**config.mk**
```make
export PLATFORM = sky130hd
export DESIGN_NAME = pattern_sequencer
export DESIGN_NICKNAME = d
export VERILOG_FILES = /design/src/rtl/kros_pkg.sv /design/src/rtl/pattern_sequencer_edge_sync.sv /design/src/rtl/pattern_sequencer.sv
export SDC_FILE = /design/constraint.sdc
export NUM_CORES = 1
export LEC_CHECK = 0
export ABC_AREA = 1
export CAP_MARGIN = 20
export CORE_AREA = 2 2 61 57
export DETAILED_ROUTE_END_ITERATION = 6
export DIE_AREA = 0 0 63 59
export PLACE_DENSITY = 0.73
export SLEW_MARGIN = 10
export SYNTH_ARGS = -nofsm -noshare
export SYNTH_HDL_FRONTEND = slang
export SYNTH_SLANG_ARGS = --single-unit
export TNS_END_PERCENT = 1
```
**constraint.sdc**
```tcl
create_clock -name clk_50 -period 1.66 [get_ports clk_50]
set_clock_uncertainty 0.2 [all_clocks]
set_input_delay 0.332 -clock clk_50 [delete_from_list [all_inputs] [get_ports clk_50]]
set_output_delay 0.332 -clock clk_50 [all_outputs]
set_load 0.1 [all_outputs]
```
**src/rtl/kros_pkg.sv**
```systemverilog
// kros_pkg: shared FSM state type and default widths for the pattern sequencer
package kros_pkg;
    typedef enum logic {ALIGN, RUN} seq_state_t;
    localparam int ADDR_W_DEF  = 10;
    localparam int SEQ_W_DEF   = 6;
    localparam int STEP_W_DEF  = 4;
    localparam int NUM_SEQ_DEF = 64;
endpackage

```
**src/rtl/pattern_sequencer_edge_sync.sv**
```systemverilog
// edge_sync: optional DEPTH-flop synchroniser (DEPTH=0 bypasses it) followed by a rising-edge pulse
module edge_sync #(
    parameter int DEPTH = 2
) (
    input  logic clk_50,
    input  logic reset,
    input  logic din,
    output logic pulse
);
    logic lvl, prev;
    generate
        if (DEPTH == 0) begin : g_direct
            assign lvl = din;
        end else begin : g_sync
            logic [DEPTH-1:0] sync;
            always_ff @(posedge clk_50 or posedge reset)
                if (reset) sync <= '0;
                else sync <= (sync << 1) | DEPTH'(din);
            assign lvl = sync[DEPTH-1];
        end
    endgenerate
    always_ff @(posedge clk_50 or posedge reset)
        if (reset) prev <= 1'b0;
        else prev <= lvl;
    assign pulse = lvl & ~prev;
endmodule

```
**src/rtl/pattern_sequencer.sv**
```systemverilog
// pattern_sequencer: pattern ROM address and sequence-number generator driven by slow_clk ticks
// PATTERN_SEQ_BOUNCE_EN selects ping-pong stepping instead of modulo wrap.
module pattern_sequencer
    import kros_pkg::*;
#(
    parameter int ADDR_W  = ADDR_W_DEF,
    parameter int SEQ_W   = SEQ_W_DEF,
    parameter int NUM_SEQ = NUM_SEQ_DEF,
    parameter int STEP_W  = STEP_W_DEF
) (
    input  logic              clk_50,
    input  logic              reset,
    input  logic              slow_clk,
    input  logic              pb_seq_up,
    input  logic              pb_seq_dn,
    input  logic              run_en,
    output logic [ADDR_W-1:0] rom_addr,
    output logic [SEQ_W-1:0]  seq_num,
    output logic [STEP_W-1:0] step,
    output logic              wrap_pulse,
    output logic              seq_changed
);
    localparam logic [SEQ_W-1:0]  seq_last  = SEQ_W'(NUM_SEQ - 1);
    localparam logic [STEP_W-1:0] step_last = '1;
    seq_state_t state;
    logic tick, up_ev, dn_ev, btn_ev, wrap_nx;
    logic [SEQ_W-1:0]  seq_nx;
    logic [STEP_W-1:0] step_nx;
    edge_sync #(.DEPTH(2)) u_tick (.clk_50(clk_50), .reset(reset), .din(slow_clk),  .pulse(tick));
    edge_sync #(.DEPTH(0)) u_up   (.clk_50(clk_50), .reset(reset), .din(pb_seq_up), .pulse(up_ev));
    edge_sync #(.DEPTH(0)) u_dn   (.clk_50(clk_50), .reset(reset), .din(pb_seq_dn), .pulse(dn_ev));
    // Coincident up and down edges cancel each other
    assign btn_ev = up_ev ^ dn_ev;
    function automatic logic [ADDR_W-1:0] base(input logic [SEQ_W-1:0] s);
        return ADDR_W'(s) << STEP_W;
    endfunction
    always_comb begin
        seq_nx = up_ev ? (seq_num == seq_last ? '0 : seq_num + 1'b1)
                       : (seq_num == '0 ? seq_last : seq_num - 1'b1);
    end
`ifdef PATTERN_SEQ_BOUNCE_EN
    logic dir_up;
    always_comb begin
        step_nx = dir_up ? (step == step_last ? step - 1'b1 : step + 1'b1)
                         : (step == '0 ? step + 1'b1 : step - 1'b1);
        wrap_nx = !dir_up && step == STEP_W'(1);
    end
`else
    always_comb begin
        step_nx = step + 1'b1;
        wrap_nx = step == step_last;
    end
`endif
    always_ff @(posedge clk_50 or posedge reset) begin
        if (reset) begin
            state       <= ALIGN;
            seq_num     <= '0;
            step        <= '0;
            rom_addr    <= '0;
            wrap_pulse  <= 1'b0;
            seq_changed <= 1'b0;
`ifdef PATTERN_SEQ_BOUNCE_EN
            dir_up      <= 1'b1;
`endif
        end else begin
            wrap_pulse  <= 1'b0;
            seq_changed <= btn_ev;
            if (btn_ev) begin
                seq_num  <= seq_nx;
                step     <= '0;
                rom_addr <= base(seq_nx);
                state    <= ALIGN;
`ifdef PATTERN_SEQ_BOUNCE_EN
                dir_up   <= 1'b1;
`endif
            end else if (tick && state == ALIGN) begin
                state <= RUN;
            end else if (tick && run_en) begin
                step       <= step_nx;
                rom_addr   <= base(seq_num) | ADDR_W'(step_nx);
                wrap_pulse <= wrap_nx;
`ifdef PATTERN_SEQ_BOUNCE_EN
                dir_up     <= dir_up ? step != step_last : step == '0;
`endif
            end
        end
    end
endmodule

```
==> results of run 1 <==
per-stage QoR:
| stage | cells | hold WS, ns | setup slack [ns] | total power, mW | instance area [um^2] |
|---|---|---|---|---|---|
| CTS | 242 | 0.1530 | -0.03780 | 3.214 | 2100 |
| detailed placement | 236 | 0.1470 | -0.2526 | 2.801 | 1992 |
| finish | 243 | 0.1382 | -0.05032 | 3.326 | 2166 |
| global route | 243 | 0.1733 | -0.1198 | 3.482 | 2166 |
| floorplan | 153 | 0.1312 | -0.2463 | 2.054 | 1348 |
| global placement | 236 | 0.1353 | -0.1909 | 2.788 | 1992 |
power by group:
group          total, mW  switching, mW  internal, mW
registers          0.875          0.170         0.705
clock network      0.258          0.164        0.0939
logic               2.19           1.34         0.851
state kept, by name, summed over array words and instances (netlist names):
signal              flops
u_up.prev               1
seq_changed             1
seq_num                 6
wrap_pulse              1
state                   1
u_tick.prev             1
u_dn.prev               1
rom_addr               10
u_tick.g_sync.sync      2
final timing paths:
kind                                       start                     to  slack, ns  cells past startpoint
max in group asynchronous                  reset             seq_num[0]       0.86                      3
max                                   seq_num[0]            rom_addr[8]      -0.05                     11
min                                        reset            rom_addr[0]       0.14                      3
min in group clk_50        u_tick.g_sync.sync[0]  u_tick.g_sync.sync[1]       0.17                      0
min reg2reg                u_tick.g_sync.sync[0]  u_tick.g_sync.sync[1]       0.17                      0
max reg2reg                           seq_num[0]            rom_addr[8]      -0.05                     11
area by class of cell:
class                   count  area (um^2)  area share [%]
well taps                  42        52.55           2.426
inverters                  23        96.34           4.448
repair buffers             50        694.4           32.06
flip-flops and latches     24        611.8           28.25
clock buffers               4        26.28           1.213
multi-input cells         100        684.4           31.60
timing repair:
action	4_1_cts	5_1_grt
gates resized for setup	13	17
setup endpoints to repair	8	10
buffers inserted	2	2
pin swaps	8	13
endpoints found under the hold margin	0	0
layer usage:
layer / global-route usage [%] / vias to the layer above
li1: - / 587
met1: 26.52 / 576
met2: 30.70 / 52
met3: 3.612 / 2
met4: 1.905 / 0
met5: 0 / -
cell usage after synthesis (3+ instances only):
| master | instances | area, um^2 |
|---|---|---|
| nand2_1 | 36 | 135.1 |
| dfrtp_1 | 24 | 600.6 |
| inv_1 | 16 | 60.06 |
| nand3_1 | 15 | 75.07 |
| nor2_1 | 8 | 30.03 |
| inv_2 | 6 | 22.52 |
| buf_4 | 5 | 37.54 |
| ha_1 | 4 | 50.05 |
| nand2_4 | 4 | 45.04 |
| a21oi_1 | 3 | 15.01 |
| a21oi_2 | 3 | 26.28 |
| nand4_1 | 3 | 18.77 |
| o21ai_1 | 3 | 15.01 |
cells in the final DEF, fill, tap and decap left out, drive strengths merged:
cell type	count
clkbuf	4
nor2	11
clkdlybuf4s50	5
o221ai	1
buf	45
inv	23
xor2	1
dfrtp	24
a31oi	1
a21oi	6
nand4	4
nor3	1
and2	1
o21bai	1
o21ai	4
o211ai	2
ha	4
nand3b	1
a21boi	2
xnor2	1
nand3	17
nand2	42
kinds of logic (layout without fill, tap and decap cells):
group                    Yosys count  in the layout  share of synthesized area [%]
adder cells (fa/ha/maj)            4              4                          3.745
AND/OR/NAND/NOR                   77             77                          30.99
buffers and inverters             29             77                          10.49
AO/OA/AOI/OAI                     17             17                          8.520
XOR/XNOR                           2              2                          1.311
flip-flops                        24             24                          44.94
critical path: stages, from the launching register on:
cell	delay (ns)
dfrtp_4	0.54
inv_4	0.09
ha_4	0.15
inv_4	0.04
nor2_4	0.09
inv_2	0.06
o21ai_2	0.13
nand3_2	0.09
nand2_2	0.08
nand2_2	0.05
nand3_2	0.05
nand2_1	0.04
==> flow_summary.yaml, run 1 <==
place:
  hpwl_mm: 2.432
  gp_congestion: 0.8822
  port_buffers: 27
worst_setup_path:
  end_kind: "flip-flop"
  crit_fanout: 4
  cp-start-kind: "flip-flop"
  critPathRequiredTime_ns: 1.68
  critPathArrivalTime_ns: 1.73
  crit_type: "reg -> reg"
logic_synthesis:
  synth_flop_cell: "dfrtp_1"
  avgSynthCellArea_um2: 8.734
  yosysUniqueCellTypes: 32
  synth_cells: 153
  synth_area_um2: 1336
  seq_area_frac_synth_pct: 44.94
  synth_nets: 163
  ys_warn_count: 0
  async_flop_share_pct: 100.0
  synth_edf_count: 0
  ys_ff_latch: 24
min_path:
  hp-class: "in -> async"
layout:
  area_delta_synth_final_pct: 62.08
  drive_gt1_share_pct: 47.26
  fin_util_pct: 71.74
  fillers: 213
  n_antenna_cell: 0
  fin_nets: 212
detailed_routing:
  wl_met2_mm: 1.618
  routedWlPerCell_um: 13.52
  first_pass_iters: 4
  wl_met3_um: 236
  routed.top_layer: "met4"
  first_iter_violations: 66
  routed_via_density: 5.008
  drtAntennaViolNets: 0
  wl_met1_mm: 1.424
  routed_wl_mm: 3.285
  drc: 0
  num_vias: 1217
sta:
  max-slew-margin-rel_pct: 80.46
  drv_slew: 0
  layout_worst_path_cycle_share_pct: 103.0
  tns_ns: -0.07045
  tightest_slew_ns: 0.2931
  hold_viol_final: 0
  max_freq_mhz: 584.7
  finalCriticalPeriod_ns: 1.710
  setup_viol: 4
  fin_ws_ns: -0.05032
  rsz0062_at_grt: "true"
global_routing:
  overflow: 0
  antenna_found_initial: 0
  grt_pass1_wl_mm: 5.354
  grt_pass1_vias: 1170
  grt_max_degree: 25
  grt_use_total_pct: 18.54
floorplanning:
  die_y_um: 59
  start_util_pct: 44.26
  rows: 19
  fp.dieArea_um2: 3717
  pin_count: 28
  coreArea_um2: 3019
  dieWidth_um: 63
cts:
  numCtsBuffers: 3
  cts_tree: "yes"
  clk_pin_slew_ns: 0.13
  cts_hold_buf: 0
  cts.sinks: 24
  root_buffer: "clkbuf_4"
  htree_levels: 1
  clk_path_buf_depth: 2
  clock_latency_ns: 0.31
power_and_ir_drop:
  ir_drop_v: 0.001411
  power_density_nw_per_um2: 1536
  power_leakage_nw: 1.013
run:
  drv_cap: 0
status:
  violations: "setup timing"
  status: "finished with violations"
No activity file was read; power rests on OpenSTA's default activity.
==> inputs of run 2 (changes only) <==
Settings changed: CORE_AREA 2 2 61 57 to 2 2 60 56, CTS_BUF_LIST set to sky130_fd_sc_hd__clkbuf_4 sky130_fd_sc_hd__clkbuf_8, CTS_CLUSTER_SIZE set to 24, DIE_AREA 0 0 63 59 to 0 0 62 58, PLACE_DENSITY 0.73 to 0.75.
==> flow_summary.yaml, run 2 (same netlist as run 1, synthesis figures left out) <==
detailed_routing:
  routed_wl_mm: 3.245
  routed_via_density: 5.058
  first_iter_violations: 33
  drc: 0
  routedWlPerCell_um: 13.35
  drtAntennaViolNets: 0
  first_pass_iters: 5
  num_vias: 1229
global_routing:
  grt_max_degree: 25
  antenna_found_initial: 0
  grt_pass1_vias: 1201
  overflow: 0
  grt_pass1_wl_mm: 5.395
  grt_use_total_pct: 20.61
sta:
  rsz0062_at_grt: "true"
  tightest_slew_ns: 0.2920
  max_freq_mhz: 573.6
  layout_worst_path_cycle_share_pct: 105.0
  drv_slew: 0
  hold_viol_final: 0
  max-slew-margin-rel_pct: 80.53
  fin_ws_ns: -0.08352
  tns_ns: -0.2413
  finalCriticalPeriod_ns: 1.744
  setup_viol: 7
layout:
  drive_gt1_share_pct: 44.78
  fin_nets: 212
  largest_reg_flops: 10
  n_antenna_cell: 0
  reg.largest.list: "rom_addr: 10 flops, seq_num: 6 flops, u_tick.g_sync.sync: 2 flops"
  multiInputGateArea_um2: 656.9
  most-common-layout-cells: "nand2_1 (36), buf_12 (22), buf_4 (20), dfrtp_1 (17), nand3_1 (13)"
  area_delta_synth_final_pct: 60.30
  fillers: 226
  final_common_cell: "nand2_1"
  top_register: "rom_addr"
  seq_area_um2: 611.8
worst_setup_path:
  critPathArrivalTime_ns: 1.81
  critPathRequiredTime_ns: 1.73
  r2r_slack_ns: -0.08
  end_kind: "flip-flop"
  cp-start-kind: "flip-flop"
  crit_type: "reg -> reg"
  r2r-start: "seq_num[0]"
  r2r-end: "rom_addr[4]"
  r2r_cells: 7
  crit_fanout: 5
floorplanning:
  pin_count: 28
  die_y_um: 58
  coreArea_um2: 2972
  start_util_pct: 44.97
  rows: 19
  fp.dieArea_um2: 3596
  dieWidth_um: 62
cts:
  cts_hold_buf: 0
  root_buffer: "clkbuf_4"
  cts_tree: "yes"
  clk_path_buf_depth: 2
  clk_pin_slew_ns: 0.13
  cts.sinks: 24
  clock_latency_ns: 0.33
  numCtsBuffers: 3
  htree_levels: 1
power_and_ir_drop:
  p_seq_share_pct: 25.9
  internal_power_mw: 1.744
  ir_drop_v: 0.001264
  power_switching_mw: 1.643
  clock_power_share_pct: 12.5
  combPwrFrac_pct: 61.6
  power_leakage_nw: 1.014
  power_density_nw_per_um2: 1581
  switching_share_pct: 48.51
place:
  hpwl_mm: 2.634
  dp_worst_setup_slack_ns: -0.2732
  port_buffers: 27
  gp_congestion: 0.8403
status:
  status: "finished with violations"
  violations: "setup timing"
min_path:
  hp-class: "in -> async"
run:
  drv_cap: 0
## run 2: cell types whose count changed in the layout (fill, tap and decap cells not counted)
cell / delta
nand2_1: +4
buf_4: +3
nor2_1: +2
clkbuf_1: -1
buf_12: -1
inv_2: +1
bufinv_16: +1
nor2_2: -1
nand2_2: -4
nand3_4: -1
inv_4: -1
nor2_4: -1
buf_6: -2
nand3_2: +1
## run 2: per-layer routing
metal  wire length (um)  global-route usage [%]  up-vias
met4                 75                   6.687        0
met2               1633                   32.44       53
met5                  0                       0        -
met1               1344                   27.44      579
met3                191                   5.357        9
li1                   -                       -      588
## run 2: worst max path at each step
stage	startpoint	to	slack, ns	cells after the start
floorplan	rom_addr[1]	step[1]	-0.25	1
global placement	pb_seq_up	rom_addr[8]	-0.21	10
detailed placement	pb_seq_up	rom_addr[9]	-0.27	10
CTS	seq_num[0]	rom_addr[9]	-0.08	9
global route	seq_num[0]	rom_addr[9]	-0.16	9
finish	seq_num[0]	rom_addr[4]	-0.08	7
## run 2: power groups by stage
stage | clock [mW] | combinational [mW] | sequential [mW]
2_1_floorplan | 0 | 0.527 | 1.53
3_3_place_gp | 0 | 1.91 | 0.884
3_5_place_dp | 0 | 1.93 | 0.885
4_1_cts | 0.437 | 2.03 | 0.857
5_1_grt | 0.455 | 2.19 | 0.893
6_report | 0.423 | 2.09 | 0.876
## run 2: through the flow
stage / power [mW] / utilization, % / cells / instance area (um^2) / hold WS, ns
final: 3.387 / 72.08 / 243 / 2142 / 0.1249
after global routing: 3.537 / 72.08 / 243 / 2142 / 0.1644
after CTS: 3.327 / 70.53 / 242 / 2096 / 0.1242
after detailed placement: 2.816 / 67.28 / 237 / 1999 / 0.1373
after global placement: 2.791 / 67.28 / 237 / 1999 / 0.1338
after floorplan: 2.054 / - / 153 / 1348 / 0.1312
## run 2: repair_timing
item                       in CTS  in global routing
gates cloned                    0                  0
hold endpoints to repair        0                  0
gates resized for setup        12                  7
setup endpoints to repair      10                 12
setup buffers                   1                  1
pin swaps                       8                 10
## run 2: worst max-delay path: stages (launching register included)
cell and delay (ns):
dfrtp_4 0.54, inv_4 0.08, buf_6 0.10, ha_4 0.13
nand4_4 0.13, o211ai_1 0.29, nand3_1 0.12, nand2_1 0.10
## run 2: cell type report
type / count / area share [%]
Tap cell: 42 / 2.453
Multi-Input combinational cell: 100 / 30.67
Clock inverter: 1 / 1.402
Sequential cell: 24 / 28.56
Clock buffer: 3 / 1.051
Timing Repair Buffer: 50 / 31.48
Inverter: 23 / 4.381
